===== src/rtl/fetch_stage.sv =====
// IF stage of the 16-bit pipeline.
// Owns the fetch address and runs a single-outstanding request/ready handshake
// to instruction memory. It also drives the IF/ID register that decode reads.
// A one-entry buffer catches a fetch that completes while IF/ID is stalled.
// A wrong-path request still in flight at redirect time is drained, and its
// response is discarded.
//
// state | meaning
// FETCH | request at fa outstanding; response loads IF/ID (or buffer when stalled)
// HOLD  | buffer holds a fetched instruction waiting for IF/ID to accept it; no request
// DRAIN | finishing a wrong-path request; response dropped, then resume at redirect target
module fetch_stage #(
    parameter logic [15:0] RESET_PC  = 16'h0000,
    parameter logic [15:0] NOP_INSTR = 16'h0000
) (
    input  logic        clk,
    input  logic        rst,
    input  logic        pc_write,
    input  logic        ifid_write,
    input  logic        redirect,
    input  logic [15:0] redirect_pc,
    output logic        imem_req,
    output logic [15:0] imem_addr,
    input  logic        imem_ready,
    input  logic [15:0] imem_rdata,
    output logic        ifid_valid,
    output logic [15:0] ifid_pc,
    output logic [15:0] ifid_instr
);

    typedef enum logic [1:0] {
        S_FETCH = 2'd0,
        S_HOLD  = 2'd1,
        S_DRAIN = 2'd2
    } state_t;

    state_t      state_q, state_n;
    logic [15:0] fa_q, fa_n;
    logic [15:0] tgt_q, tgt_n;
    logic [15:0] buf_q, buf_n;
    logic [15:0] buf_pc_q, buf_pc_n;
    logic        valid_q, valid_n;
    logic [15:0] pc_q, pc_n;
    logic [15:0] instr_q, instr_n;
    logic        handshake;

    // Request is live in FETCH and DRAIN only, and never while reset is held.
    always_comb begin
        imem_req  = ((state_q == S_FETCH) || (state_q == S_DRAIN)) && !rst;
        imem_addr = fa_q;
        handshake = imem_req && imem_ready;
    end

    // Next-state, fetch address, buffer and IF/ID register updates.
    always_comb begin
        state_n  = state_q;
        fa_n     = fa_q;
        tgt_n    = tgt_q;
        buf_n    = buf_q;
        buf_pc_n = buf_pc_q;
        valid_n  = valid_q;
        pc_n     = pc_q;
        instr_n  = instr_q;

        unique case (state_q)
            S_FETCH: begin
                if (redirect) begin
                    valid_n = 1'b0;
                    pc_n    = 16'h0000;
                    instr_n = NOP_INSTR;
                    if (handshake) begin
                        fa_n = redirect_pc;
                    end else begin
                        // The request at fa is already in flight, so fa must stay put.
                        tgt_n   = redirect_pc;
                        state_n = S_DRAIN;
                    end
                end else if (handshake) begin
                    if (ifid_write) begin
                        valid_n = 1'b1;
                        pc_n    = fa_q;
                        instr_n = imem_rdata;
                        if (pc_write) begin
                            fa_n = fa_q + 16'd1;
                        end
                    end else begin
                        buf_n    = imem_rdata;
                        buf_pc_n = fa_q;
                        state_n  = S_HOLD;
                    end
                end else if (ifid_write) begin
                    valid_n = 1'b0;
                    pc_n    = 16'h0000;
                    instr_n = NOP_INSTR;
                end
            end
            S_HOLD: begin
                if (redirect) begin
                    fa_n    = redirect_pc;
                    valid_n = 1'b0;
                    pc_n    = 16'h0000;
                    instr_n = NOP_INSTR;
                    state_n = S_FETCH;
                end else if (ifid_write) begin
                    valid_n = 1'b1;
                    pc_n    = buf_pc_q;
                    instr_n = buf_q;
                    if (pc_write) begin
                        fa_n = fa_q + 16'd1;
                    end
                    state_n = S_FETCH;
                end
            end
            S_DRAIN: begin
                valid_n = 1'b0;
                pc_n    = 16'h0000;
                instr_n = NOP_INSTR;
                if (redirect) begin
                    tgt_n = redirect_pc;
                end
                if (handshake) begin
                    // A redirect arriving in the same cycle is newer than tgt.
                    fa_n    = redirect ? redirect_pc : tgt_q;
                    state_n = S_FETCH;
                end
            end
            default: begin
                state_n = S_FETCH;
            end
        endcase
    end

    // State and datapath registers with synchronous reset.
    always_ff @(posedge clk) begin
        if (rst) begin
            state_q  <= S_FETCH;
            fa_q     <= RESET_PC;
            tgt_q    <= 16'h0000;
            buf_q    <= NOP_INSTR;
            buf_pc_q <= 16'h0000;
            valid_q  <= 1'b0;
            pc_q     <= 16'h0000;
            instr_q  <= NOP_INSTR;
        end else begin
            state_q  <= state_n;
            fa_q     <= fa_n;
            tgt_q    <= tgt_n;
            buf_q    <= buf_n;
            buf_pc_q <= buf_pc_n;
            valid_q  <= valid_n;
            pc_q     <= pc_n;
            instr_q  <= instr_n;
        end
    end

    // IF/ID register drives decode directly.
    always_comb begin
        ifid_valid = valid_q;
        ifid_pc    = pc_q;
        ifid_instr = instr_q;
    end

endmodule


===== config.mk =====
export PLATFORM = sky130hd
export DESIGN_NAME = fetch_stage
export DESIGN_NICKNAME = d
export VERILOG_FILES = /design/src/rtl/fetch_stage.sv
export SDC_FILE = /design/constraint.sdc
export NUM_CORES = 1
export LEC_CHECK = 0
export ABC_AREA = 0
export CORE_MARGIN = 4
export CORE_UTILIZATION = 53
export CTS_CLUSTER_SIZE = 10
export DETAILED_ROUTE_END_ITERATION = 6
export GPL_TIMING_DRIVEN = 0
export PLACE_DENSITY_LB_ADDON = 0.08
export SYNTH_ARGS = -nofsm -noshare
export SYNTH_HDL_FRONTEND = slang
export SYNTH_SLANG_ARGS = --single-unit

===== constraint.sdc =====
create_clock -name clk -period 2.6 [get_ports clk]
set_clock_uncertainty 0.15 [all_clocks]
set_input_delay 0.52 -clock clk [delete_from_list [all_inputs] [get_ports clk]]
set_output_delay 0.52 -clock clk [all_outputs]
set_load 0.05 [all_outputs]

==> results of run 1 <==
[area by class of cell]
cell class	count	area, µm²
Clock inverter	6	87.6
Timing Repair Buffer	87	866
Buffer	50	262
Sequential cell	99	1980
Tap cell	108	135
Clock buffer	10	128
Fill cell	778	2740
Inverter	11	41.3
Multi-Input combinational cell	424	2570
[cell families after synthesis]
group                      after synthesis  synth area share
and+or+nand+nor                        190             0.192
muxes                                   51             0.106
adders and majority gates                5            0.0129
DFF                                     99             0.410
xor gates and xnor gates                 2           0.00363
buffers and inverters                   62            0.0601
AOI/OAI and AO/OA                      176             0.216
[synth_stat cells, types with 2 or more instances]
master	count
buf_2	13
nor4_1	5
or3_1	32
a31oi_1	5
nand3_1	9
nand4_1	3
or4_1	2
buf_6	5
mux2i_1	51
clkbuf_1	32
o41ai_1	2
nand2b_1	2
o211ai_1	8
a22oi_1	2
and3_1	3
o32ai_1	4
dfxtp_1	99
inv_1	11
nor2_1	25
o21ai_0	42
xnor2_1	2
nor3_1	4
a21oi_1	86
nand2_1	90
o21ai_1	7
ha_1	5
a221o_1	2
o21a_1	3
[per-stage QoR]
stage	util	hold slack [ps]	cell area (µm²)	total power, mW
2_1_floorplan	-	286	4830	2.40
3_3_place_gp	0.663	291	5840	2.69
3_5_place_dp	0.663	296	5840	2.71
4_1_cts	0.688	310	6060	3.78
5_1_grt	0.689	330	6070	3.95
6_report	0.689	308	6070	3.79
[how the worst max path moves through the flow]
stage	startpoint	end	slack, ps
6_report	rst	imem_req	90
5_1_grt	rst	imem_req	20
4_1_cts	rst	imem_req	100
3_5_place_dp	rst	imem_req	-1220
3_3_place_gp	rst	imem_req	-1210
2_1_floorplan	rst	imem_req	140
[registers in the layout, summed over array words and instances, names as in the netlist]
signal / count
state_q: 2
ifid_pc: 16
buf_q: 16
imem_addr: 16
ifid_valid: 1
ifid_instr: 16
buf_pc_q: 16
tgt_q: 16
[worst max-delay path, delay by kind of cell]
| family | cells | cell delay [ps] |
|---|---|---|
| simple gates | 1 | 120 |
| buf+inv | 4 | 1180 |
[power by group through the flow]
stage | sequential, mW | clock (mW) | combinational (mW)
after global routing | 1.67 | 1.17 | 1.11
after detailed placement | 1.70 | 0 | 1.02
after floorplan | 1.80 | 0 | 0.595
after global placement | 1.69 | 0 | 1.00
after CTS | 1.66 | 1.10 | 1.02
final | 1.66 | 1.09 | 1.04
[layer usage]
layer | share of wire | vias to the layer above | GRT usage
li1 | - | 2264 | -
met1 | 0.44 | 2159 | 0.332
met2 | 0.46 | 179 | 0.399
met5 | 0 | - | 0
met4 | 0.015 | 0 | 0.0627
met3 | 0.078 | 24 | 0.0537
[timing repair]
item,4_1_cts,5_1_grt
hold endpoints to repair,0,0
setup endpoints to repair,1,17
gates resized for setup,11,5
pin swaps,0,0
==> run_results.csv, run 1 <==
group,metric,value,unit
run_status,status,"complete, no violations",
yosys,synth_cells,585,
clock_network,cts.hold.buffers_added,0,
grt,grt-ovfl-total,0,
critical_path,crit_type,"primary input to output pin",
timing,max_slew_margin,0.431,
critical_path,start_kind,"primary input",
critical_path,critPathCaptureType,"output pin",
clock_network,insertion_delay,360,ps
die,fp.dieH,103,µm
critical_path,crit_slowest_cell,"clkdlybuf4s50_1",
grt,antenna_found_initial,0,
yosys,syn-num-nets,628,
critical_path,cp.required,1930,ps
clock_network,cts_tree,"built",
placement,dp.cells,780,
die,rows,34,
clock_network,cts_inserted_buffers,9,
final_layout,final_cell_mix,"dfxtp_1 (99), nand2_1 (90), a21oi_1 (86), clkdlybuf4s50_1 (86), mux2i_1 (51)",
clock_network,htreeDepth,3,
die,boundaryPins,88,
die,start_util,0.549,
placement,gp_congestion,0.871,
timing,fmax,0.399,GHz
grt,track_usage,0.245,
timing,setup_ws,92.0,ps
routing,drt-total-wl,13100,µm
power,p_sw_frac,0.330,
placement,hpwl,9750,µm
timing,post-route-min-period,2510,ps
critical_path,worstPathArrival,1840,ps
job,drv_cap,0,
routing,wire_per_inst,16.5,µm
critical_path,crit_fanout,19,
power,p_sw,1.25,mW
grt,grt_max_degree,20,
yosys,yosys.area.top_type,"dfxtp_1",
placement,port_buffers,87,
timing,period_share,0.965,
final_layout,area_growth,25.6,%
grt,grt_pass1_wl,20700,µm
die,die_w,103,µm
final_layout,mostFrequentLayoutCell,"dfxtp_1",
grt,grt_pass1_vias,4310,
power,internal-power,2.54,mW
critical_path,rr_worst_depth,8,
die,dieArea,0.0107,mm²
routing,routed_via_density,5.82,
power,p_seq_frac,0.438,
critical_path,slowest_delay,480,ps
hold_path,hp-class,"register to register",
hold_path,hold_end,"buf_q[6]",
yosys,synth_cell_types,59,
power,leakagePower,2.05,nW
die,coreArea,0.00881,mm²
yosys,ys_seq_elements,99,
clock_network,cts_buffer_depth,2,
clock_network,cts_sinks,99,
power,power_per_cell_area,625,mW/mm²
final_layout,nets,725,
clock_network,cts.reportedPaths.clkPinSlew,90,ps
yosys,synth_top_area_frac,0.410,
timing,slew_violations,0,
yosys,postSynthAreaPerCell,8.26,µm²
final_layout,drive_above_1_share,0.0786,
power,p_clk_frac,0.288,
yosys,ys_seq_area_frac,0.410,
critical_path,r2r-end,"imem_addr[10]",
timing,rsz0062_at_grt,"false",
routing,dr.first_iter.drc_count,275,
timing,finalSetupViolCount,0,
yosys,synth_ff_type,"dfxtp_1",
timing,tightest_slew,846,ps
clock_network,cts_setup_buffers,0,
power,irDropWorstVdd,0.000346,V
yosys,ys.warnings.count,0,
hold_path,whs_path_depth,2,
hold_path,holdCritStartpoint,"buf_q[6]",
final_layout,finalNonFillerCells,795,
placement,dp_slack,-1220,ps
yosys,async_reset_ff_frac,0,
yosys,synth_enable_flop_cells,0,
critical_path,crit_chain,"clkdlybuf4s50_1 -> clkbuf_4 -> clkbuf_8 -> nor2_1 -> buf_2",
routing,ant_nets,0,
yosys,synth_area_leaders,"dfxtp_1 (41%), mux2i_1 (11%), a21oi_1 (8.9%), nand2_1 (7.0%), o21ai_0 (4.4%)",
routing,drc,0,
routing,drtPass1Iterations,5,
yosys,synth_area,0.00483,mm²
power,power_frac_comb,0.274,
clock_network,cts.root.buffer_cell,"clkbuf_8",
timing,hold_viol_final,0,
critical_path,r2r-start,"state_q[0]",
timing,tns,0,ps
final_layout,num_antenna_cells,0,
routing,vias,4626,
critical_path,r2r_setup_slack,200,ps
Note: power is estimated with default switching activity, not from simulation.
==> inputs of run 2 (changes only) <==
ABC_AREA = 1   (was 0)
==> run_results.csv, run 2 <==
group,metric,value,unit
power,irDropWorstVdd,0.000316,V
critical_path,critPathCaptureType,"output pin",
die,start_util,0.544,
timing,finalSetupViolCount,0,
power,power_per_cell_area,683,mW/mm²
clock_network,cts.hold.buffers_added,0,
die,fp.dieH,105,µm
grt,antenna_found_initial,0,
final_layout,final_cell_mix,"nand2_1 (252), nor2_1 (100), dfxtp_1 (99)",
yosys,syn-num-nets,832,
yosys,synth_area_leaders,"dfxtp_1 (40%), nand2_1 (19%), o21ai_0 (9.1%), a21oi_1 (8.5%), nor2_1 (7.5%)",
critical_path,crit_slowest_cell,"clkdlybuf4s50_1",
die,dieArea,0.0111,mm²
placement,hpwl,10600,µm
timing,hold_viol_final,0,
grt,grt_max_degree,20,
critical_path,crit_fanout,7,
critical_path,critPathTopFamily,"buffers and inverters",
timing,fmax,0.402,GHz
final_layout,finalNonFillerCells,1001,
clock_network,cts_buffer_depth,2,
clock_network,insertion_delay,370,ps
clock_network,cts_inserted_buffers,9,
final_layout,final-seq-area,0.00198,mm²
critical_path,r2r-end,"ifid_pc[10]",
timing,tightest_slew,596,ps
timing,period_share,0.958,
power,p_sw_frac,0.399,
critical_path,slowest_delay,880,ps
critical_path,crit_chain,"clkdlybuf4s50_1",
grt,grt_pass1_wl,23800,µm
timing,slew_violations,0,
yosys,postSynthAreaPerCell,6.34,µm²
clock_network,cts_tree,"built",
job,drv_cap,0,
final_layout,num-fill-cells,841,
timing,rsz0062_at_grt,"false",
yosys,synth_cells,789,
critical_path,rr_worst_depth,8,
critical_path,cp-startpoint,"imem_addr[0]",
yosys,ys.warnings.count,0,
critical_path,crit_type,"register to output pin",
hold_path,hp-class,"primary input to register",
critical_path,r2r-start,"state_q[0]",
die,coreArea,0.00920,mm²
clock_network,htreeDepth,3,
yosys,async_reset_ff_frac,0,
final_layout,final_cell_area,0.00621,mm²
run_status,status,"complete, no violations",
placement,dp.cells,985,
grt,grt-ovfl-total,0,
routing,drc,0,
yosys,synth_enable_flop_cells,0,
critical_path,cp.required,1930,ps
placement,gp_congestion,0.911,
critical_path,start_kind,"register",
critical_path,crit_path_end,"imem_addr[0]",
yosys,synthTopCellsByCount,"nand2_1 (252), nor2_1 (100), dfxtp_1 (99), o21ai_0 (91), a21oi_1 (85)",
yosys,synth_ff_type,"dfxtp_1",
final_layout,nets,928,
final_layout,num_antenna_cells,0,
final_layout,multiInputGateArea,0.00261,mm²
final_layout,drive_above_1_share,0.0528,
routing,dr.first_iter.drc_count,310,
yosys,ys_seq_elements,99,
timing,max_slew_margin,0.603,
clock_network,cts_sinks,99,
routing,ant_nets,0,
die,boundaryPins,88,
yosys,yosys.area.top_type,"dfxtp_1",
critical_path,worstPathArrival,1820,ps
yosys,synth_cell_types,25,
yosys,synth_area,0.00500,mm²
timing,post-route-min-period,2490,ps
grt,grt_pass1_vias,5024,
grt,track_usage,0.258,
yosys,synth_top_area_frac,0.396,
critical_path,crit_cells,1,
power,p_seq_frac,0.413,
final_layout,area_growth,24.2,%
final_layout,mostFrequentLayoutCell,"nand2_1",
clock_network,cts.root.buffer_cell,"clkbuf_8",
routing,wire_per_inst,14.3,µm
clock_network,cts.reportedPaths.clkPinSlew,120,ps
hold_path,holdCritStartpoint,"rst",
final_layout,fin_util,0.675,
critical_path,r2r_setup_slack,230,ps
power,internal-power,2.55,mW
die,rows,35,
power,power_frac_comb,0.329,
yosys,ys_seq_area_frac,0.396,
routing,drtPass1Iterations,4,
critical_path,crit_buf_inv,1,
routing,routed_via_density,5.48,
routing,vias,5489,
placement,placed_area,0.00599,mm²
power,p_sw,1.69,mW
power,leakagePower,2.58,nW
placement,port_buffers,85,
die,die_w,105,µm
routing,drt-total-wl,14300,µm
power,p_clk_frac,0.257,
yosys,synth.most_common_cell,"nand2_1",
## run 2: changes by cell type after synthesis, sizes merged, moves of 33 or more
cell	change
mux2i	-51
inv	+43
nor2	+74
nand2	+163
o21ai	+45
or3	-33
## run 2: layer usage
layer  GRT usage  part of all wire  vias up  wire [µm]
met3      0.0278             0.077       18       1090
met2       0.427              0.46      212       6620
met5           0                 0        -          0
li1            -                 -     2738          -
met4      0.0619             0.013        0        181
met1       0.361              0.45     2521       6400
## run 2: timing repair
item | in CTS | in global routing
endpoints found under the setup margin | 1 | 11
setup buffers | 0 | 0
gates resized for setup | 6 | 7
## run 2: power by group through the flow
stage          Clock (mW)  Combinational [mW]  Sequential, mW
2_1_floorplan           0               0.736            1.97
3_3_place_gp            0                1.34            1.78
3_5_place_dp            0                1.37            1.79
4_1_cts              1.10                1.38            1.75
5_1_grt              1.15                1.54            1.77
6_report             1.09                1.40            1.75
## run 2: cells by family after synthesis
kind of cell,count (synthesis),share of synthesized area
adder cells (fa/ha/maj),5,0.0125
AO/OA/AOI/OAI,187,0.194
flip-flops,99,0.396
AND/OR/NAND/NOR,395,0.316
buffers and inverters,103,0.0811
## run 2: worst min path at each step
| stage | endpoint | depth (start not counted) |
|---|---|---|
| finish | ifid_instr[12] | 2 |
| floorplan | buf_pc_q[9] | 2 |
| CTS | ifid_instr[12] | 2 |
| detailed placement | ifid_pc[11] | 2 |
| global placement | ifid_instr[15] | 2 |
| global route | ifid_instr[13] | 2 |
## run 2: final cells by class
cell class / count / area share
multi-input combinational: 587 / 0.421
sequential: 99 / 0.319
timing repair buffer: 85 / 0.137
buffer: 49 / 0.0336
inverter: 54 / 0.0326
tap: 111 / 0.0224
clock buffer: 9 / 0.0199
clock inverter: 7 / 0.0151
## run 2: stage by stage
stage	setup slack, ps	TNS (ps)	power, mW	hold WS (ps)
after floorplan	217	0	2.71	313
after global placement	-193	-193	3.12	303
after detailed placement	-232	-232	3.16	307
after CTS	55.2	0	4.23	299
after global routing	9.39	0	4.46	325
final	110	0	4.24	303
## run 2: worst reg2reg max path, cell delays in order, from the launching register on
cell and delay [ps]:
dfxtp_1 430, inv_1 90, ha_1 280, clkbuf_1 330, inv_1 160, a21oi_2 320, buf_2 270, nand4_1 120
a21oi_1 160
